### config.mk
export PLATFORM = sky130hd
export DESIGN_NAME = fcr_cmd_arb_flat
export DESIGN_NICKNAME = d
export VERILOG_FILES = /design/src/rtl/fcr_cmd_arb_pkg.sv /design/src/rtl/fcr_cmd_arb_if.sv /design/src/rtl/fcr_cmd_arb_rr_arb2.sv /design/src/rtl/fcr_cmd_arb.sv /design/src/flat_wrapper.sv
export SDC_FILE = /design/constraint.sdc
export NUM_CORES = 1
export LEC_CHECK = 0
export ABC_AREA = 1
export BUFFER_PORTS_ARGS = -buffer_cell sky130_fd_sc_hd__buf_2
export CAP_MARGIN = 20
export CORE_MARGIN = 8
export CORE_UTILIZATION = 40
export CTS_BUF_LIST = sky130_fd_sc_hd__clkbuf_4 sky130_fd_sc_hd__clkbuf_8
export DETAILED_ROUTE_END_ITERATION = 8
export GPL_TIMING_DRIVEN = 0
export PLACE_DENSITY = 0.72
export SLEW_MARGIN = 20
export SYNTH_ARGS = -nofsm -noshare
export SYNTH_HDL_FRONTEND = slang
export SYNTH_HIERARCHICAL = 1
export SYNTH_SLANG_ARGS = --single-unit
### constraint.sdc
create_clock -name clk -period 3.5 [get_ports clk]
set_clock_uncertainty 0.05 [all_clocks]
set_input_delay 0.35 -clock clk [delete_from_list [all_inputs] [get_ports clk]]
set_output_delay 0.35 -clock clk [all_outputs]
set_load 0.02 [all_outputs]
### src/rtl/fcr_cmd_arb_pkg.sv
// Shared types and constants for the two-source command/response arbiter.
// Defines the FSM state encodings, the source indices and the data widths.
package fcr_cmd_arb_pkg;

    typedef enum logic [1:0] {
        A_IDLE  = 2'd0,
        A_FETCH = 2'd1,
        A_OFFER = 2'd2,
        A_EXEC  = 2'd3
    } arb_state_e;

    localparam logic SRC_HOST = 1'b0;
    localparam logic SRC_SEQ  = 1'b1;

    localparam int CMD_W = 32;
    localparam int CNT_W = 16;

    // Increment that sticks at all-ones instead of wrapping.
    function automatic logic [CNT_W-1:0] sat_inc(input logic [CNT_W-1:0] v);
        return (&v) ? v : v + 1'b1;
    endfunction

endpackage

### src/rtl/fcr_cmd_arb_if.sv
// Command/response bus between the two upstream FIFO pairs, the arbiter and the controller.
// master = arbiter view, slave = surrounding FIFOs and controller.
interface fcr_cmd_arb_if;
    import fcr_cmd_arb_pkg::*;

    // Handshake: a command word moves when *_cmd_waitreq is low and *_cmd_rdreq is high in
    // the same cycle; a response word moves on *_rsp_wrreq while *_rsp_waitreq is low.
    logic [CMD_W-1:0] src0_cmd_data,  src1_cmd_data;
    logic             src0_cmd_waitreq, src1_cmd_waitreq;
    logic             src0_cmd_rdreq, src1_cmd_rdreq;
    logic [CMD_W-1:0] src0_rsp_data,  src1_rsp_data;
    logic             src0_rsp_wrreq, src1_rsp_wrreq;
    logic             src0_rsp_waitreq, src1_rsp_waitreq;
    logic [CMD_W-1:0] dn_cmd_data;
    logic             dn_cmd_waitreq;
    logic             dn_cmd_rdreq;
    logic [CMD_W-1:0] dn_rsp_data;
    logic             dn_rsp_wrreq;
    logic             dn_rsp_waitreq;

    modport master (
        input  src0_cmd_data, src1_cmd_data, src0_cmd_waitreq, src1_cmd_waitreq,
        output src0_cmd_rdreq, src1_cmd_rdreq,
        output src0_rsp_data, src1_rsp_data, src0_rsp_wrreq, src1_rsp_wrreq,
        input  src0_rsp_waitreq, src1_rsp_waitreq,
        output dn_cmd_data, dn_cmd_waitreq,
        input  dn_cmd_rdreq, dn_rsp_data, dn_rsp_wrreq,
        output dn_rsp_waitreq
    );

    modport slave (
        output src0_cmd_data, src1_cmd_data, src0_cmd_waitreq, src1_cmd_waitreq,
        input  src0_cmd_rdreq, src1_cmd_rdreq,
        input  src0_rsp_data, src1_rsp_data, src0_rsp_wrreq, src1_rsp_wrreq,
        output src0_rsp_waitreq, src1_rsp_waitreq,
        input  dn_cmd_data, dn_cmd_waitreq,
        output dn_cmd_rdreq, dn_rsp_data, dn_rsp_wrreq,
        input  dn_rsp_waitreq
    );

endinterface

### src/rtl/fcr_cmd_arb_rr_arb2.sv
// Combinational two-request round-robin picker.
// A sole requester wins; on a tie the source that was not granted last wins.
module rr_arb2 (
    input  logic [1:0] req,
    input  logic       last,
    output logic       winner,
    output logic       any
);

    always_comb begin
        any    = |req;
        winner = (&req) ? ~last : req[1];
    end

endmodule

### src/rtl/fcr_cmd_arb.sv
// Two-source command arbiter: grants one source, holds its command word for the controller
// and routes the controller's response back to the granted source only.
module fcr_cmd_arb
    import fcr_cmd_arb_pkg::*;
#(
    parameter int               TMO_W       = 16,
    parameter logic [TMO_W-1:0] RSP_TIMEOUT = {TMO_W{1'b1}}
) (
    input  logic             clk,
    input  logic             rst_n,
    fcr_cmd_arb_if.master    bus,
    output logic             grant,
    output logic             busy,
    output logic [CNT_W-1:0] drop_cnt,
    output logic             stray_rsp,
    output arb_state_e       state_dbg
);

    arb_state_e       state;
    logic             last_grant;
    logic [CMD_W-1:0] cmd_hold;
    logic [TMO_W-1:0] timer;
    logic             src0_rdreq_r;
    logic             src1_rdreq_r;
    logic             dn_cmd_waitreq_r;
    logic             winner;
    logic             any;
    logic             in_exec;
    logic             rsp_fire;

    rr_arb2 u_pick (
        .req    ({~bus.src1_cmd_waitreq, ~bus.src0_cmd_waitreq}),
        .last   (last_grant),
        .winner (winner),
        .any    (any)
    );

    assign in_exec  = (state == A_EXEC);
    assign rsp_fire = in_exec & bus.dn_rsp_wrreq;

    always_ff @(posedge clk or negedge rst_n) begin
        if (!rst_n) begin
            state            <= A_IDLE;
            grant            <= SRC_HOST;
            last_grant       <= SRC_SEQ;
            cmd_hold         <= '0;
            timer            <= '0;
            drop_cnt         <= '0;
            stray_rsp        <= 1'b0;
            src0_rdreq_r     <= 1'b0;
            src1_rdreq_r     <= 1'b0;
            dn_cmd_waitreq_r <= 1'b1;
            busy             <= 1'b0;
        end else begin
            if (bus.dn_rsp_wrreq && !in_exec) stray_rsp <= 1'b1;
            src0_rdreq_r <= 1'b0;
            src1_rdreq_r <= 1'b0;
            case (state)
                A_IDLE: begin
                    if (any) begin
                        state        <= A_FETCH;
                        grant        <= winner;
                        busy         <= 1'b1;
                        src0_rdreq_r <= (winner == SRC_HOST);
                        src1_rdreq_r <= (winner == SRC_SEQ);
                    end
                end
                A_FETCH: begin
                    // Showahead FIFO: the word being popped this cycle is already on the data bus.
                    cmd_hold         <= (grant == SRC_SEQ) ? bus.src1_cmd_data : bus.src0_cmd_data;
                    state            <= A_OFFER;
                    dn_cmd_waitreq_r <= 1'b0;
                end
                A_OFFER: begin
                    if (bus.dn_cmd_rdreq) begin
                        state            <= A_EXEC;
                        timer            <= '0;
                        dn_cmd_waitreq_r <= 1'b1;
                    end
                end
                A_EXEC: begin
                    // A response on the timeout cycle wins over the drop.
                    if (bus.dn_rsp_wrreq) begin
                        state      <= A_IDLE;
                        last_grant <= grant;
                        busy       <= 1'b0;
                    end else if (timer == RSP_TIMEOUT - 1'b1) begin
                        state      <= A_IDLE;
                        last_grant <= grant;
                        busy       <= 1'b0;
                        drop_cnt   <= sat_inc(drop_cnt);
                    end else begin
                        timer <= timer + 1'b1;
                    end
                end
                default: begin
                    state            <= A_IDLE;
                    busy             <= 1'b0;
                    dn_cmd_waitreq_r <= 1'b1;
                end
            endcase
        end
    end

    assign bus.src0_cmd_rdreq = src0_rdreq_r;
    assign bus.src1_cmd_rdreq = src1_rdreq_r;
    assign bus.dn_cmd_data    = cmd_hold;
    assign bus.dn_cmd_waitreq = dn_cmd_waitreq_r;
    assign bus.dn_rsp_waitreq = in_exec ? ((grant == SRC_SEQ) ? bus.src1_rsp_waitreq
                                                              : bus.src0_rsp_waitreq)
                                        : 1'b1;
    assign bus.src0_rsp_wrreq = rsp_fire & (grant == SRC_HOST);
    assign bus.src1_rsp_wrreq = rsp_fire & (grant == SRC_SEQ);
    assign bus.src0_rsp_data  = bus.dn_rsp_data;
    assign bus.src1_rsp_data  = bus.dn_rsp_data;
    assign state_dbg          = state;

endmodule
### src/flat_wrapper.sv
// flat-port wrapper written by rule: the top's interface ports become plain ports
module fcr_cmd_arb_flat import fcr_cmd_arb_pkg::*;
#(
    parameter int               TMO_W       = 16,
    parameter logic [TMO_W-1:0] RSP_TIMEOUT = {TMO_W{1'b1}}
)
  (clk, rst_n, grant, busy, drop_cnt, stray_rsp, state_dbg, bus_src0_cmd_data, bus_src1_cmd_data, bus_src0_cmd_waitreq, bus_src1_cmd_waitreq, bus_src0_cmd_rdreq, bus_src1_cmd_rdreq, bus_src0_rsp_data, bus_src1_rsp_data, bus_src0_rsp_wrreq, bus_src1_rsp_wrreq, bus_src0_rsp_waitreq, bus_src1_rsp_waitreq, bus_dn_cmd_data, bus_dn_cmd_waitreq, bus_dn_cmd_rdreq, bus_dn_rsp_data, bus_dn_rsp_wrreq, bus_dn_rsp_waitreq);
  fcr_cmd_arb_if bus_i ();
  input  logic clk;
  input  logic rst_n;
  output logic grant;
  output logic busy;
  output logic [CNT_W-1:0] drop_cnt;
  output logic stray_rsp;
  output arb_state_e state_dbg;
  input wire logic [$bits(bus_i.src0_cmd_data)-1:0] bus_src0_cmd_data;
  input wire logic [$bits(bus_i.src1_cmd_data)-1:0] bus_src1_cmd_data;
  input wire logic [$bits(bus_i.src0_cmd_waitreq)-1:0] bus_src0_cmd_waitreq;
  input wire logic [$bits(bus_i.src1_cmd_waitreq)-1:0] bus_src1_cmd_waitreq;
  output wire logic [$bits(bus_i.src0_cmd_rdreq)-1:0] bus_src0_cmd_rdreq;
  output wire logic [$bits(bus_i.src1_cmd_rdreq)-1:0] bus_src1_cmd_rdreq;
  output wire logic [$bits(bus_i.src0_rsp_data)-1:0] bus_src0_rsp_data;
  output wire logic [$bits(bus_i.src1_rsp_data)-1:0] bus_src1_rsp_data;
  output wire logic [$bits(bus_i.src0_rsp_wrreq)-1:0] bus_src0_rsp_wrreq;
  output wire logic [$bits(bus_i.src1_rsp_wrreq)-1:0] bus_src1_rsp_wrreq;
  input wire logic [$bits(bus_i.src0_rsp_waitreq)-1:0] bus_src0_rsp_waitreq;
  input wire logic [$bits(bus_i.src1_rsp_waitreq)-1:0] bus_src1_rsp_waitreq;
  output wire logic [$bits(bus_i.dn_cmd_data)-1:0] bus_dn_cmd_data;
  output wire logic [$bits(bus_i.dn_cmd_waitreq)-1:0] bus_dn_cmd_waitreq;
  input wire logic [$bits(bus_i.dn_cmd_rdreq)-1:0] bus_dn_cmd_rdreq;
  input wire logic [$bits(bus_i.dn_rsp_data)-1:0] bus_dn_rsp_data;
  input wire logic [$bits(bus_i.dn_rsp_wrreq)-1:0] bus_dn_rsp_wrreq;
  output wire logic [$bits(bus_i.dn_rsp_waitreq)-1:0] bus_dn_rsp_waitreq;
  assign bus_i.src0_cmd_data = bus_src0_cmd_data;
  assign bus_i.src1_cmd_data = bus_src1_cmd_data;
  assign bus_i.src0_cmd_waitreq = bus_src0_cmd_waitreq;
  assign bus_i.src1_cmd_waitreq = bus_src1_cmd_waitreq;
  assign bus_src0_cmd_rdreq = bus_i.src0_cmd_rdreq;
  assign bus_src1_cmd_rdreq = bus_i.src1_cmd_rdreq;
  assign bus_src0_rsp_data = bus_i.src0_rsp_data;
  assign bus_src1_rsp_data = bus_i.src1_rsp_data;
  assign bus_src0_rsp_wrreq = bus_i.src0_rsp_wrreq;
  assign bus_src1_rsp_wrreq = bus_i.src1_rsp_wrreq;
  assign bus_i.src0_rsp_waitreq = bus_src0_rsp_waitreq;
  assign bus_i.src1_rsp_waitreq = bus_src1_rsp_waitreq;
  assign bus_dn_cmd_data = bus_i.dn_cmd_data;
  assign bus_dn_cmd_waitreq = bus_i.dn_cmd_waitreq;
  assign bus_i.dn_cmd_rdreq = bus_dn_cmd_rdreq;
  assign bus_i.dn_rsp_data = bus_dn_rsp_data;
  assign bus_i.dn_rsp_wrreq = bus_dn_rsp_wrreq;
  assign bus_dn_rsp_waitreq = bus_i.dn_rsp_waitreq;
  fcr_cmd_arb #(.TMO_W(TMO_W), .RSP_TIMEOUT(RSP_TIMEOUT)) u_core (.clk(clk), .rst_n(rst_n), .bus(bus_i), .grant(grant), .busy(busy), .drop_cnt(drop_cnt), .stray_rsp(stray_rsp), .state_dbg(state_dbg));
endmodule
==> results.md, run 1 <==
* Max VDD drop at 409 uV
* Crit path cell chain: ha_1 -> buf_2 -> clkbuf_1 -> nand3_1 -> buf_2
* Top cells by instance count after synthesis: nand2_1, o21ai_0, nor2_1
* Boundary Pins at 227
* CP peak stage delay at 0.44 ns
* Global-route congestion overflow total at 0
* Final wirelength at 13.2 mm
* Worst slack at placement at 1.56 ns
* Period utilization at 65.7%
* XOR/XNOR Fraction of Synth Area at 3.12%
* Post-Synth Simple-Gate Area at 27.0%
* Initial Utilization at 41.3%
* Post-synth top area cell: dfrtp_1
* Sequential fraction of the synthesis area at 40.7%
* CTS tree: yes
* Flop2flop setup slack at 1.65 ns
* Max cap viols at 0
* Post-CTS Resized at 0
* Initial antenna violation count at 2
* Critical Path AT at 1.90 ns
* Slew Limit Fails at 0
* Top_reg_cell synth: dfrtp_1
* Hold Crit Class: in2reg
* Slew HR at 65.5%
* WS Path Type: reg2out
* GP Congestion at 0.879
* Die X at 122 um
* Remaining DRCs at 0
* Port Buffers at 194
* Most numerous cell on the critical path: buf_2
* Avg Cell Area, Syn at 7.50 sq um
* Adder-cell share of the synthesized area at 1.95%
* RSZ-0062 raised after global routing: false
* Status: completed
* Cell count after synthesis at 599
* # Post-CTS Setup Buffers at 0
* Crit path max fanout at 10
* Multiplexer share of the synthesized area at 0%
* Setup ws final at 1.20 ns
* Worst Setup Start Kind: flop
* Largest net degree at the start of global routing at 51
* Largest cells by area after synthesis: dfrtp_1, nand2_1, buf_4
* # setup viols final at 0
* Vias in the first global route at 4367
* EDFF count, synth at 0
* Max Root-Sink Buffers at 2
* Synthesized flop and latch total at 73
* Per-cell routed wire length at 13.8 um
* Die Y at 122 um
* Worst slew pin tran at 0.517 ns
* Slowest CP cell: clkbuf_1
* Worst setup EP type: primary output
* Clock transition at path regs at 0.07 ns
* Max Fclk at 0.435 GHz
* Post-Synthesis Net Count at 710
* Ys async rst share at 100%
* H-tree Lvls at 3
* HPWL Detailed at 10.5 mm
* Initial DRC Count at 310
* Most common cell in the netlist: nand2_1
* Setup_tns at 0 ns
* Power per cell area at 608 nW/um^2
* Post-route ant nets at 0
* Clk root buf: clkbuf_8
* Synth warn at 6
* First drt pass iteration count at 5
* Final Hold Fails at 0
* Final layout net count at 917
* Core ar. at 10900 sq um
* Num Clock Sinks at 73
* TritonCTS Buffers at 9
* First-pass GRT wire length at 21.1 mm
* GRT Total Usage at 17.7%
* Rows at 38
* Post-DR vias/cell at 4.67
* Share of the synthesized area in the top cell type at 39.6%
* Vias at 4452
* Minimum clock period at 2.30 ns
* Largest family of logic cells by synthesized area: simple AND/OR/NAND/NOR gates
* Clock Latency Late Sink at 0.35 ns
* Count of different cell masters after synthesis at 32
* Area of the mapped netlist at 4490 sq um
* Worst EP required at 3.10 ns
* Layout cells sized above 1 at 38.1%
* Leak at 3.10 nW
* Die ar. at 14900 sq um
* Syn-to-layout area delta at 30.8%
* Compound-cell area share of the yosys netlist at 11.1%
-- kinds of logic (layout without fill, tap and decap cells) --
family	Yosys count	count (layout)
simple gates	287	287
buf+inv	121	333
compound gates	95	95
flops	73	73
xor+xnor	16	16
fa+ha+maj	7	7
other cells	0	2
-- path summary, 6_finish.rpt --
path | startpoint | to | cells past startpoint
max | u_core/state_dbg[0] | bus_dn_rsp_waitreq | 5
min | bus_dn_cmd_rdreq | u_core/bus.dn_cmd_waitreq | 3
max reg2reg | u_core/drop_cnt[0] | u_core/drop_cnt[14] | 10
min reg2reg | u_core/stray_rsp | u_core/stray_rsp | 1
max in group asynchronous | rst_n | u_core/last_grant | 3
min in group asynchronous | rst_n | u_core/bus.dn_cmd_data[17] | 2
-- metal layers --
| layer | track usage (%) | vias to the layer above | part of all wire (%) |
|---|---|---|---|
| li1 | - | 2252 | - |
| met4 | 7.40 | 0 | 1.6 |
| met5 | 0 | - | 0 |
| met3 | 4.21 | 15 | 8.0 |
| met1 | 20.6 | 2033 | 41 |
| met2 | 30.4 | 152 | 50 |
-- stage by stage --
stage | hold WS, ns | instances | total power [W] | util, % | instance area (sq um)
floorplan | 0.00441 | 599 | 0.00233 | - | 4490
global placement | 0.387 | 933 | 0.00293 | 51.8 | 5640
detailed placement | 0.227 | 934 | 0.00295 | 52.1 | 5670
CTS | 0.180 | 951 | 0.00361 | 53.9 | 5870
global route | 0.228 | 953 | 0.00384 | 54.0 | 5870
finish | 0.211 | 953 | 0.00357 | 54.0 | 5870
-- critical path: cells and delay by family, from the launching register on --
kind	cells	cell delay, ns
adders and majority gates	1	0.16
buffers and inverters	3	0.85
DFF	1	0.42
and+or+nand+nor	1	0.13
-- cell type report --
type	count	area (sq um)
diodes	2	5.00
plain buffers	83	577
clock buffers	12	165
clock inverters	4	26.3
fillers	1033	5010
inverters	38	143
multi-input cells	405	1940
flip-flops and latches	73	1830
well taps	140	175
repair buffers	196	1010
-- timing repair --
item / in CTS / in global routing
hold endpoints to repair: 23 / 0
endpoints found under the setup margin: 0 / 0
hold buffers: 1 / 0
-- where the power goes --
group / switching [W] / internal (W)
Sequential: 0.000143 / 0.00110
Clock: 0.000324 / 0.000314
Combinational: 0.00115 / 0.000544
Total: 0.00162 / 0.00195
-- layout by cell type (no fill, tap or decap), types with 2 or more instances in the layout --
master / instances
o21ai_0: 77
nor2_1: 75
clkinv_2: 2
dfstp_2: 2
o21ai_1: 8
inv_2: 2
dfrtp_1: 71
clkbuf_8: 12
xnor2_1: 5
nand2_2: 13
nand2_1: 153
ha_1: 7
nand4_1: 7
nor2_4: 3
nor2_2: 3
a21oi_1: 2
nand3_1: 27
o21bai_1: 4
inv_1: 35
buf_4: 68
buf_2: 195
nor3_1: 2
clkbuf_1: 13
diode_2: 2
xor2_1: 11
-- state kept, by name, indices dropped and copies added (netlist names) --
signal                     count
u_core/bus.dn_cmd_waitreq      1
u_core/drop_cnt               16
u_core/busy                    1
u_core/last_grant              1
u_core/timer                  16
u_core/bus.src0_cmd_rdreq      1
u_core/state_dbg               2
u_core/bus.dn_cmd_data        32
u_core/stray_rsp               1
u_core/bus.src1_cmd_rdreq      1
u_core/grant                   1
No activity file was read; power rests on OpenSTA's default activity.
==> inputs of run 2 (changes only) <==
clock period = 2.3 ns   (was 3.5 ns; I/O delays follow)
==> run 2 against run 1 <==
  * Cell area hardly changed
  * Critical path type unchanged
  * Largest cell class unchanged
  * Via count is essentially flat
  * Die area did not move
  * Total power grew 52%
  * Largest power group unchanged
==> results.md, run 2 (synthesis results as in run 1) <==
* Largest register FFs at 32 (unchanged)
* Max Fclk at 0.485 GHz
* Final non-filler cell area at 5880 sq um (about the same)
* Final Hold Fails at 0 (unchanged)
* Initial antenna violation count at 2 (unchanged)
* Most common cell after layout, fill and taps aside: buf_2
* WHS at 0.0905 ns (-0.120 ns)
* Rows at 38 (unchanged)
* Global-route congestion overflow total at 0 (unchanged)
* Vias in the first global route at 4367 (unchanged)
* Leak at 3.10 nW (-0.12%)
* Die X at 122 um (unchanged)
* Post-DP Area at 5670 sq um (unchanged)
* HPWL Detailed at 10.5 mm (unchanged)
* Vias at 4448 (-0.090%)
* # setup viols final at 0 (unchanged)
* TritonCTS Buffers at 9 (unchanged)
* Die Y at 122 um (unchanged)
* Remaining DRCs at 0 (unchanged)
* Tot Pwr at 0.00543 W (+52%)
* Reg2reg path depth at 9 (-1)
* Power per cell area at 925 nW/um^2 (+52%)
* Critical Path AT at 1.78 ns (-0.12 ns)
* Per-cell routed wire length at 13.8 um (-0.28%)
* CTS tree: yes
* Final wirelength at 13.1 mm (-0.38%)
* Worst Setup Start Kind: flop
* Dpl cells at 934 (unchanged)
* GRT Total Usage at 17.7% (unchanged)
* Minimum clock period at 2.06 ns
* Worst slew pin tran at 0.506 ns (-0.0111 ns)
* Core ar. at 10900 sq um (unchanged)
* Max Root-Sink Buffers at 2 (unchanged)
* Post-route ant nets at 0 (unchanged)
* Clk root buf: clkbuf_8
* H-tree Lvls at 3 (unchanged)
* Boundary Pins at 227 (unchanged)
* Hold path depth at 3 (unchanged)
* Setup_tns at 0 ns (unchanged)
* Worst setup EP type: primary output
* First drt pass iteration count at 5 (unchanged)
* Clock Latency Late Sink at 0.35 ns (about the same)
* Initial DRC Count at 291 (-6.1%)
* RSZ-0062 raised after global routing: false
* Status: completed
* Crit path max fanout at 10 (unchanged)
* Max VDD drop at 620 uV (+52%)
* First-pass GRT wire length at 21.1 mm (unchanged)
* Layout cells sized above 1 at 38.4% (+0.29 points)
* Final layout net count at 916 (-0.11%)
* Period utilization at 89.6%
* Hold Crit Class: in2reg
* Num Clock Sinks at 73 (unchanged)
* Post-DR vias/cell at 4.67 (about the same)
* Port Buffers at 194 (unchanged)
* Largest net degree at the start of global routing at 51 (unchanged)
* GP Congestion at 0.879 (unchanged)
* Slew Limit Fails at 0 (unchanged)
* Slew HR at 66.3% (+0.74 points)
* Most frequent cells in the layout: buf_2, nand2_1, o21ai_0
* Die ar. at 14900 sq um (unchanged)
* Finished Layout Cells at 952 (-0.10%)
* Initial Utilization at 41.3% (unchanged)
* WS Path Type: reg2out
* Syn-to-layout area delta at 30.8% (about the same)
* Clock transition at path regs at 0.07 ns (about the same)
* Worst EP required at 2.02 ns (-1.08 ns)
* Max cap viols at 0 (unchanged)
-- run 2: changes by cell type in the layout (fill, tap and decap cells not counted) --
cell,change
clkbuf_1,-1
clkinv_1,-1
clkinvlp_4,+1
dfrtp_1,-1
dfrtp_2,+1
-- run 2: power breakdown --
part / switching [W] / leakage (nW) / total, W / internal [W]
clock network: 0.000491 / 0.0984 / 0.000970 / 0.000479
logic: 0.00174 / 2.06 / 0.00257 / 0.000827
registers: 0.000223 / 0.936 / 0.00189 / 0.00167
-- run 2: layout make-up --
cell class                      count  area [sq um]
Fill cell                        1032          5010
Multi-Input combinational cell    405          1940
Sequential cell                    73          1830
Timing Repair Buffer              196          1010
Buffer                             82           573
Tap cell                          140           175
Clock buffer                       12           165
Inverter                           38           146
Clock inverter                      4          26.3
Antenna cell                        2          5.00
-- run 2: metal layers --
layer	part of all wire [%]	track usage [%]	vias to the layer above
met5	0	0	-
met4	1.6	7.40	0
met3	8.0	4.21	15
met2	50	30.4	144
met1	40	20.6	2037
li1	-	-	2252
-- run 2: repair_timing --
action | in CTS | in global routing
hold buffers | 1 | 0
setup endpoints to repair | 0 | 1
gates resized for setup | 0 | 2
buffers inserted | 0 | 0
hold endpoints to repair | 23 | 0
-- run 2: path summary, 6_finish.rpt --
kind / startpoint / end / slack (ns)
worst min-delay path: bus_dn_cmd_rdreq / u_core/bus.dn_cmd_waitreq / 0.09
worst min register to register: u_core/stray_rsp / u_core/stray_rsp / 0.42
min in group asynchronous: rst_n / u_core/bus.dn_cmd_data[17] / 0.28
worst max register to register: u_core/state_dbg[0] / u_core/timer[13] / 0.34
worst max-delay path: u_core/grant / bus_dn_rsp_waitreq / 0.24
max in group asynchronous: rst_n / u_core/last_grant / 1.31
-- run 2: worst max-delay path, stage by stage (launching register included) --
cell and delay, ns:
dfrtp_2 0.49, clkinvlp_4 0.18, clkbuf_1 0.40, nand2_1 0.11, nand3_1 0.09, buf_2 0.17
-- run 2: per-stage QoR --
| step | setup WS, ns | util, % |
|---|---|---|
| after CTS | 0.0820 | 53.9 |
| after detailed placement | 0.457 | 52.1 |
| after global routing | 0.0650 | 54.0 |
| after floorplan | 0.549 | - |
| after global placement | 0.469 | 51.8 |
| final | 0.238 | 54.0 |
==> inputs of run 3 (changes only) <==
CTS_BUF_LIST = sky130_fd_sc_hd__clkbuf_8   (was sky130_fd_sc_hd__clkbuf_4 sky130_fd_sc_hd__clkbuf_8)
PLACE_DENSITY = 0.74   (was 0.72)
clock period = 1.8 ns   (was 2.3 ns; I/O delays follow)
==> run 3 against run 2 <==
  * Utilization rose by 1.5 points
  * Total power rose by 34%
  * Clock power rose by 36%
  * Critical endpoint unchanged
==> results.md, run 3 (synthesis results as in run 1) <==
* Status: completed
* Final layout net count at 925 (+0.98%)
* Rows at 38 (unchanged)
* GP Congestion at 0.870 (-1.0%)
* Crit path max fanout at 10 (unchanged)
* Boundary Pins at 227 (unchanged)
* Per-cell routed wire length at 13.7 um (-0.43%)
* First-pass GRT wire length at 20.5 mm (-2.9%)
* Largest register FFs at 32 (unchanged)
* WHS at 0.0195 ns (-0.0710 ns)
* Post-route ant nets at 0 (unchanged)
* CP top delay family: buffers and inverters
* Most common cell after layout, fill and taps aside: buf_2
* Final wirelength at 13.2 mm (+0.62%)
* Slowest CP cell: dfrtp_1
* Clock Latency Late Sink at 0.35 ns (about the same)
* Max Root-Sink Buffers at 2 (unchanged)
* WS Path Type: reg2out
* RSZ-0062 raised after global routing: true
* Minimum clock period at 1.76 ns
* Global-route congestion overflow total at 0 (unchanged)
* Power per cell area at 1210 nW/um^2 (+31%)
* Critical Path AT at 1.53 ns (-0.25 ns)
* Clock transition at path regs at 0.10 ns (+0.03 ns)
* Max VDD drop at 821 uV (+32%)
* Setup_tns at 0 ns (unchanged)
* Remaining DRCs at 0 (unchanged)
* Die ar. at 14900 sq um (unchanged)
* Largest net degree at the start of global routing at 39 (-24%)
* Crit path cell chain: ha_1 -> buf_6 -> clkbuf_8 -> nand3_1 -> buf_4
* Most frequent cells in the layout: buf_2, nand2_1, o21ai_0
* Initial DRC Count at 397 (+36%)
* CTS tree: yes
* WP depth at 5 (unchanged)
* WP buf/inv at 3 (unchanged)
* Worst Setup Start Kind: flop
* Worst EP required at 1.57 ns (-0.45 ns)
* Port Buffers at 194 (unchanged)
* TritonCTS Buffers at 9 (unchanged)
* Register Area at 1830 sq um (+0.20%)
* Max cap viols at 0 (unchanged)
* HPWL Detailed at 10.3 mm (-1.5%)
* Hold path depth at 3 (unchanged)
* First drt pass iteration count at 5 (unchanged)
* Layout cells sized above 1 at 41.1% (+2.8 points)
* Post-DR vias/cell at 4.75 (+1.6%)
* Worst slew pin tran at 0.491 ns (-0.0151 ns)
* Hold Crit Class: in2reg
* Vias at 4568 (+2.7%)
* Area of the multi-input gates at 1990 sq um (+2.3%)
* Vias in the first global route at 4270 (-2.2%)
* Die X at 122 um (unchanged)
* Leak at 3.17 nW (+2.5%)
* Initial Utilization at 41.3% (unchanged)
* Reg2reg path depth at 8 (-1)
* Period utilization at 97.9%
* Worst setup EP type: primary output
* Fillers at 1024 (-0.78%)
* Syn-to-layout area delta at 34.3%
* Num Clock Sinks at 73 (unchanged)
* Slew Limit Fails at 0 (unchanged)
* CP peak stage delay at 0.42 ns (-0.07 ns)
* Clk root buf: clkbuf_8
* Finished Core Util at 55.4% (+1.5 points)
* GRT Total Usage at 17.0% (-0.64 points)
* Core ar. at 10900 sq um (unchanged)
* Initial antenna violation count at 3 (+1)
* Die Y at 122 um (unchanged)
* # setup viols final at 0 (unchanged)
* Slew HR at 67.3% (+1.0 points)
* Max Fclk at 0.567 GHz
* Final Hold Fails at 0 (unchanged)
* H-tree Lvls at 3 (unchanged)
==> run 3: changes by cell type in the layout (fill, tap and decap cells not counted), sizes merged <==
cell         previous run  this run
bufinv                  0         1
clkbuf                 24        21
buf                   265       273
inv                    37        40
diode                   2         3
clkinv                  3         2
dlygate4sd3             1         2
==> run 3: cell type report <==
type,count,area share [%]
well taps,140,2.90
multi-input cells,405,32.9
clock inverters,7,1.26
clock buffers,9,2.05
inverters,38,2.41
diodes,3,0.124
flip-flops and latches,73,30.4
plain buffers,81,9.83
repair buffers,206,18.1
==> run 3: repair_timing <==
item,in CTS,in global routing
endpoints found under the setup margin,15,44
gates cloned,0,2
pin swaps,0,4
hold buffers,2,0
gates resized for setup,8,32
hold endpoints to repair,35,0
setup buffers,0,7
==> run 3: report_power, final <==
part / internal, W / switching, W / leakage, nW
Sequential: 0.00214 / 0.000286 / 0.932
Clock: 0.000649 / 0.000668 / 0.0962
Combinational: 0.00124 / 0.00231 / 2.14
==> run 3: routing by layer <==
metal  global-route usage (%)  routed length, um
met3                     4.21                982
met1                     19.9               5270
met4                     8.56                424
met5                        0                  0
met2                     28.5               6520
==> run 3: worst min-delay path, stage by stage <==
cell,delay [ns]
buf_2,0.07
nor2_1,0.03
o21ai_1,0.11
==> run 3: metrics by stage <==
stage          instances  total power (W)  area [sq um]  worst slack (ns)
6_report             962          0.00729          6030            0.0371
5_1_grt              962          0.00779          6030           -0.0468
4_1_cts              951          0.00710          5900          -0.00470
3_5_place_dp         934          0.00573          5660           -0.0588
3_3_place_gp         933          0.00570          5640           -0.0161
2_1_floorplan        599          0.00453          4490            0.0491
==> run 3: path summary, 6_finish.rpt <==
check	endpoint	slack [ns]	from
worst max-delay path	bus_dn_rsp_waitreq	0.04	u_core/state_dbg[1]
worst min-delay path	u_core/bus.dn_cmd_data[18]	0.02	bus_src1_cmd_data[18]
worst max register to register	u_core/timer[1]	0.06	u_core/state_dbg[1]
worst min register to register	u_core/stray_rsp	0.43	u_core/stray_rsp
max in group asynchronous	u_core/last_grant	0.76	rst_n
min in group asynchronous	u_core/bus.dn_cmd_data[16]	0.29	rst_n
